--- src/rtl/switch_scan_controller.sv ---
// ----------------------------------------------------------------------------
// switch_scan_controller
//
// Sweeps a one-hot switch select across a range of channels of the photonic
// switch bank. Each channel is held for a programmable settle interval and
// then a dwell interval during which the measurement window is open. The
// channel order is ascending or descending and wraps around the bank edge.
// Experiment control sees a start / busy / done handshake.
//
// Parameters
//   NCH  number of switch channels (2..16)
//   CW   channel index width
//   TW   settle/dwell timer width
//
// Ports
//   clk_i         system clock, rising edge
//   reset_i       synchronous, active-low reset
//   start_i       sweep request, only looked at while idle
//   abort_i       terminates a sweep, wins over everything except reset
//   dir_i         0 = ascending channel order, 1 = descending
//   first_ch_i    first channel of the sweep
//   last_ch_i     last channel of the sweep
//   settle_i      settle length minus one, in cycles
//   dwell_i       dwell length minus one, in cycles
//   sw_sel_o      registered one-hot switch drive
//   ch_o          registered current channel index
//   busy_o        high while settling or dwelling
//   meas_en_o     measurement window, high while dwelling
//   ch_done_o     one-cycle pulse after each channel's last dwell cycle
//   done_o        one-cycle pulse when the sweep completes
//   err_o         one-cycle pulse when a start is rejected for a bad range
// ----------------------------------------------------------------------------
module switch_scan_controller #(
    parameter int NCH = 8,
    parameter int CW  = $clog2(NCH),
    parameter int TW  = 4
) (
    input  logic           clk_i,
    input  logic           reset_i,
    input  logic           start_i,
    input  logic           abort_i,
    input  logic           dir_i,
    input  logic [CW-1:0]  first_ch_i,
    input  logic [CW-1:0]  last_ch_i,
    input  logic [TW-1:0]  settle_i,
    input  logic [TW-1:0]  dwell_i,
    output logic [NCH-1:0] sw_sel_o,
    output logic [CW-1:0]  ch_o,
    output logic           busy_o,
    output logic           meas_en_o,
    output logic           ch_done_o,
    output logic           done_o,
    output logic           err_o
);

    typedef enum logic [1:0] {
        IDLE,
        SETTLE,
        DWELL,
        DONE
    } state_t;

    state_t         state_q, state_d;
    logic [TW-1:0]  timer_q, timer_d;
    logic [CW-1:0]  ch_q, ch_d;
    logic           dirLat_q, dirLat_d;
    logic [CW-1:0]  lastLat_q, lastLat_d;
    logic [TW-1:0]  settleLat_q, settleLat_d;
    logic [TW-1:0]  dwellLat_q, dwellLat_d;
    logic [NCH-1:0] swSel_q, swSel_d;
    logic           busy_q, busy_d;
    logic           measEn_q, measEn_d;
    logic           chDone_q, chDone_d;
    logic           done_q, done_d;
    logic           err_q, err_d;
    logic [CW-1:0]  chNext;
    logic           rangeOk;

    // Successor channel in the latched direction, wrapping at both bank edges.
    always_comb begin
        if (!dirLat_q) begin
            chNext = (ch_q == CW'(NCH - 1)) ? '0 : ch_q + CW'(1);
        end else begin
            chNext = (ch_q == '0) ? CW'(NCH - 1) : ch_q - CW'(1);
        end
    end

    // The index width can address more channels than the bank has.
    assign rangeOk = (int'(first_ch_i) < NCH) && (int'(last_ch_i) < NCH);

    // Next-state logic. Pulses default low so they last exactly one cycle;
    // sweep parameters are only captured on an accepted start so that inputs
    // moving mid-sweep cannot disturb it.
    always_comb begin
        state_d     = state_q;
        timer_d     = timer_q;
        ch_d        = ch_q;
        dirLat_d    = dirLat_q;
        lastLat_d   = lastLat_q;
        settleLat_d = settleLat_q;
        dwellLat_d  = dwellLat_q;
        chDone_d    = 1'b0;
        done_d      = 1'b0;
        err_d       = 1'b0;

        if (abort_i) begin
            state_d = IDLE;
            timer_d = '0;
        end else begin
            case (state_q)
                IDLE: begin
                    if (start_i) begin
                        if (rangeOk) begin
                            dirLat_d    = dir_i;
                            lastLat_d   = last_ch_i;
                            settleLat_d = settle_i;
                            dwellLat_d  = dwell_i;
                            ch_d        = first_ch_i;
                            timer_d     = '0;
                            state_d     = SETTLE;
                        end else begin
                            err_d = 1'b1;
                        end
                    end
                end
                SETTLE: begin
                    if (timer_q == settleLat_q) begin
                        timer_d = '0;
                        state_d = DWELL;
                    end else begin
                        timer_d = timer_q + TW'(1);
                    end
                end
                DWELL: begin
                    if (timer_q == dwellLat_q) begin
                        timer_d  = '0;
                        chDone_d = 1'b1;
                        if (ch_q == lastLat_q) begin
                            state_d = DONE;
                            done_d  = 1'b1;
                        end else begin
                            ch_d    = chNext;
                            state_d = SETTLE;
                        end
                    end else begin
                        timer_d = timer_q + TW'(1);
                    end
                end
                DONE: begin
                    state_d = IDLE;
                end
                default: begin
                    state_d = IDLE;
                end
            endcase
        end
    end

    // Outputs are decoded from the upcoming state so that, once registered,
    // they line up with the state itself. Switching from one channel to the
    // next therefore moves the one-hot directly with no all-zero cycle.
    always_comb begin
        busy_d   = (state_d == SETTLE) || (state_d == DWELL);
        measEn_d = (state_d == DWELL);
        swSel_d  = busy_d ? ({{(NCH - 1){1'b0}}, 1'b1} << ch_d) : '0;
    end

    // State, latched sweep parameters and registered outputs.
    always_ff @(posedge clk_i) begin
        if (!reset_i) begin
            state_q     <= IDLE;
            timer_q     <= '0;
            ch_q        <= '0;
            dirLat_q    <= 1'b0;
            lastLat_q   <= '0;
            settleLat_q <= '0;
            dwellLat_q  <= '0;
            swSel_q     <= '0;
            busy_q      <= 1'b0;
            measEn_q    <= 1'b0;
            chDone_q    <= 1'b0;
            done_q      <= 1'b0;
            err_q       <= 1'b0;
        end else begin
            state_q     <= state_d;
            timer_q     <= timer_d;
            ch_q        <= ch_d;
            dirLat_q    <= dirLat_d;
            lastLat_q   <= lastLat_d;
            settleLat_q <= settleLat_d;
            dwellLat_q  <= dwellLat_d;
            swSel_q     <= swSel_d;
            busy_q      <= busy_d;
            measEn_q    <= measEn_d;
            chDone_q    <= chDone_d;
            done_q      <= done_d;
            err_q       <= err_d;
        end
    end

    assign sw_sel_o  = swSel_q;
    assign ch_o      = ch_q;
    assign busy_o    = busy_q;
    assign meas_en_o = measEn_q;
    assign ch_done_o = chDone_q;
    assign done_o    = done_q;
    assign err_o     = err_q;

endmodule

--- config.mk ---
export PLATFORM = sky130hd
export DESIGN_NAME = switch_scan_controller
export DESIGN_NICKNAME = d
export VERILOG_FILES = /design/src/rtl/switch_scan_controller.sv
export SDC_FILE = /design/constraint.sdc
export NUM_CORES = 1
export LEC_CHECK = 0
export CAP_MARGIN = 20
export CORE_ASPECT_RATIO = 1.4
export CORE_MARGIN = 2
export CORE_UTILIZATION = 35
export CTS_BUF_LIST = sky130_fd_sc_hd__clkbuf_2
export DETAILED_ROUTE_END_ITERATION = 10
export HOLD_SLACK_MARGIN = 0.15
export PLACE_DENSITY = 0.68
export SLEW_MARGIN = 10
export SYNTH_ARGS = -nofsm -noshare
export SYNTH_HDL_FRONTEND = slang
export SYNTH_SLANG_ARGS = --single-unit
export TNS_END_PERCENT = 1
--- constraint.sdc ---
create_clock -name clk_i -period 2.55 [get_ports clk_i]
set_input_delay 0.3825 -clock clk_i [delete_from_list [all_inputs] [get_ports clk_i]]
set_output_delay 0.3825 -clock clk_i [all_outputs]
set_load 0.02 [all_outputs]
==> flow_metrics.tcl <==
set metrics [dict create \
    status "finished, final reports clean" \
    placementRows 30 \
    areaGrowthSynthToFinish_pct 33.3 \
    root_buffer "clkbuf_2" \
    power.internal_uw 814 \
    clockBufferDepth 2 \
    drt_iter0_drc 35 \
    tightest_slew_ns 0.547 \
    hold-worst-slack_ns 0.484 \
    synth_edf_count 0 \
    crit_path_top_delay_cell "dfxtp_4" \
    critPathLaunchType "flip-flop" \
    crit_family "simple AND/OR/NAND/NOR gates" \
    routed_wirelength_mm 3.86 \
    worst-setup-path-type "flip-flop to flip-flop" \
    finalSetupViolations 0 \
    place_hpwl_mm 2.95 \
    slowest_delay_ns 0.40 \
    synth_seq_cells 33 \
    rr_startpoint "timer_q[0]" \
    numPortBuffers 33 \
    ys_seq_area_share_pct 38.5 \
    p_leak_nw 0.878 \
    ys_warn_count 0 \
    seqCellArea_sq_um 667 \
    min_period_ns 2.36 \
    hp-start "settleLat_q[3]" \
    cts-htree-levels 2 \
    crit_start "timer_q[0]" \
    skew_ns 0.0121 \
    power.share.switching_pct 29.2 \
    synth_cell_types 42 \
    grt_pass1_vias 1488 \
    core-area_sq_um 4770 \
    placed_area_sq_um 2140 \
    hold_class "flip-flop to flip-flop" \
    die_x_um 63.2 \
    end_kind "flip-flop" \
    clkLatencyLatePin_ns 0.38 \
    rsz0062_at_grt "false" \
    timing.final.hold_violations 0 \
    cts_sinks 33 \
    overflow 0 \
    stdcell_count 302 \
    cts_tree "done" \
    fin_setup_tns_ns 0 \
    ir_worst_vdd_mv 0.250 \
    fillCellCount 483 \
    power.share.sequential_pct 47.8 \
    cp_data_arrival_time_ns 2.68 \
    synthArstFlopShare_pct 0 \
    period_share_pct 92.5 \
    grt_pass1_wl_mm 6.58 \
    dieArea_sq_um 5480 \
    via_count 1531 \
    path_cells "xor2_1, nor4_4, mux2i_1, a21oi_1, nor3_1, ha_1, nand2b_4, inv_2, nand2_2, nor4_2" \
    routabilityCongestion 0.797 \
    layout-drive-gt1-share_pct 13.0 \
    multi_input_area_sq_um 1050 \
    layout.nets 266 \
    die_h_um 86.8 \
    slew_headroom_pct 63.2 \
    grt_max_degree 15 \
    synthFlopType "dfxtp_1" \
    p_sw_uw 336 \
    max_freq_ghz 0.424 \
    clk_pin_slew_ns 0.18 \
    maxCapViolCount 0 \
    pwr_density_cell_nw_per_um2 503 \
    cp.required_ns 2.87 \
    fin_util_pct 48.0 \
    crit_fanout 5 \
    ant_nets 0 \
    remaining_drc_errors 0 \
    fin_area_sq_um 2290 \
    drt_pass1_iterations 4 \
    grt_usage_pct 15.2 \
    syn_nets 225 \
    syn_area_per_cell_sq_um 8.75 \
    cts_buffers 5 \
    crit_buf_inv 1 \
    diodes 0 \
    place_inst 293 \
    clkPwrFrac_pct 31.0 \
    combPwrFrac_pct 21.2 \
    start_util_pct 36.0 \
    drv_slew 0 \
    antenna_found_initial 0 \
    ff2ff_setup_slack_ns 0.19 \
    viasPerCell 5.07 \
    wl_per_cell_um 12.8 \
    syn_area_sq_um 1720 \
    ios 35 \
    synthCells 196 \
]
==> placed cells by master (no fill, tap or decap), types with 6 or more instances in the layout <==
cell / instances
inv_1: 8
nand3_1: 6
clkdlybuf4s50_1: 33
xor2_1: 8
nand2_1: 34
a21boi_0: 15
dfxtp_1: 30
a21oi_1: 6
buf_4: 7
ha_1: 10
==> registers in the layout, summed over array words and instances (netlist names) <==
register and count:
sw_sel_o 8, dirLat_q 1, lastLat_q 3, done_o 1, settleLat_q 4, busy_o 1
ch_done_o 1, dwellLat_q 4, state_q 2, ch_o 3, timer_q 4, meas_en_o 1
==> what timing repair did <==
item                       CTS  global route
gates resized for setup      0            15
hold endpoints to repair     0             0
setup buffers                0             1
setup endpoints to repair    0             8
hold buffers                 0             0
==> worst reg2reg max path, delay by kind of cell, from the launching register on <==
kind	cells	cell delay (ns)
muxes	1	0.22
DFF	1	0.40
xor gates and xnor gates	1	0.20
buffers and inverters	1	0.08
and+or+nand+nor	5	1.02
adders and majority gates	1	0.28
AOI/OAI and AO/OA	1	0.11
==> worst paths after layout <==
path	to	cells after the start
min reg2reg	settleLat_q[3]	2
max	sw_sel_o[4]	10
max reg2reg	sw_sel_o[4]	10
min	settleLat_q[3]	2
==> routing by layer <==
metal	global-route usage (%)	routed length, um
met4	7.47	117
met3	2.86	154
met5	0	0
met2	27.9	1980
met1	16.5	1600
==> cells in the mapped netlist, types with 2 or more instances <==
library cell	n	area share (%)
a21oi_1	6	1.8
nand3_1	6	1.8
nand4b_1	2	1.0
and2_1	4	1.5
nor3_1	4	1.2
o21ai_0	3	0.88
xnor2_1	3	1.5
nor4_1	5	1.8
a21boi_0	15	6.6
clkbuf_1	4	0.88
nor2b_1	2	0.73
o21a_1	2	0.88
nand2b_1	6	2.2
a2111oi_1	4	2.3
dfxtp_1	33	39
xor2_1	8	4.1
a22oi_1	3	1.3
inv_1	9	2.0
ha_1	10	7.3
a31oi_1	4	1.5
nand2_1	35	7.7
and3_1	3	1.1
nor2_1	5	1.1
o41ai_1	2	1.0
==> area by class of cell <==
class | count | share of cell area [%]
well taps | 64 | 3.50
clock buffers | 5 | 1.09
clock inverters | 3 | 2.03
repair buffers | 40 | 16.7
multi-input cells | 148 | 46.0
inverters | 9 | 1.48
flip-flops and latches | 33 | 29.2
==> metrics by stage <==
step	setup WS (ns)	total power, mW
after floorplan	0.251	0.701
after global placement	0.171	0.790
after detailed placement	0.0728	0.792
after CTS	0.0414	1.15
after global routing	0.0153	1.21
final	0.192	1.15
==> power by group through the flow <==
stage / Clock [mW] / Sequential [mW] / Combinational, mW
2_1_floorplan: 0 / 0.569 / 0.131
3_3_place_gp: 0 / 0.562 / 0.229
3_5_place_dp: 0 / 0.562 / 0.230
4_1_cts: 0.370 / 0.552 / 0.231
5_1_grt: 0.387 / 0.553 / 0.268
6_report: 0.357 / 0.550 / 0.244
==> cells by family (layout without fill, tap and decap cells) <==
group / count (synthesis) / after routing / synth area share [%]
compound gates: 49 / 49 / 22.0
xor+xnor: 11 / 11 / 5.62
fa+ha+maj: 10 / 10 / 7.29
buf+inv: 15 / 57 / 3.50
flops: 33 / 33 / 38.5
mux: 1 / 1 / 0.584
other cells: 1 / 1 / 0.219
simple gates: 76 / 76 / 22.2
(Power assumes the default switching activity.)
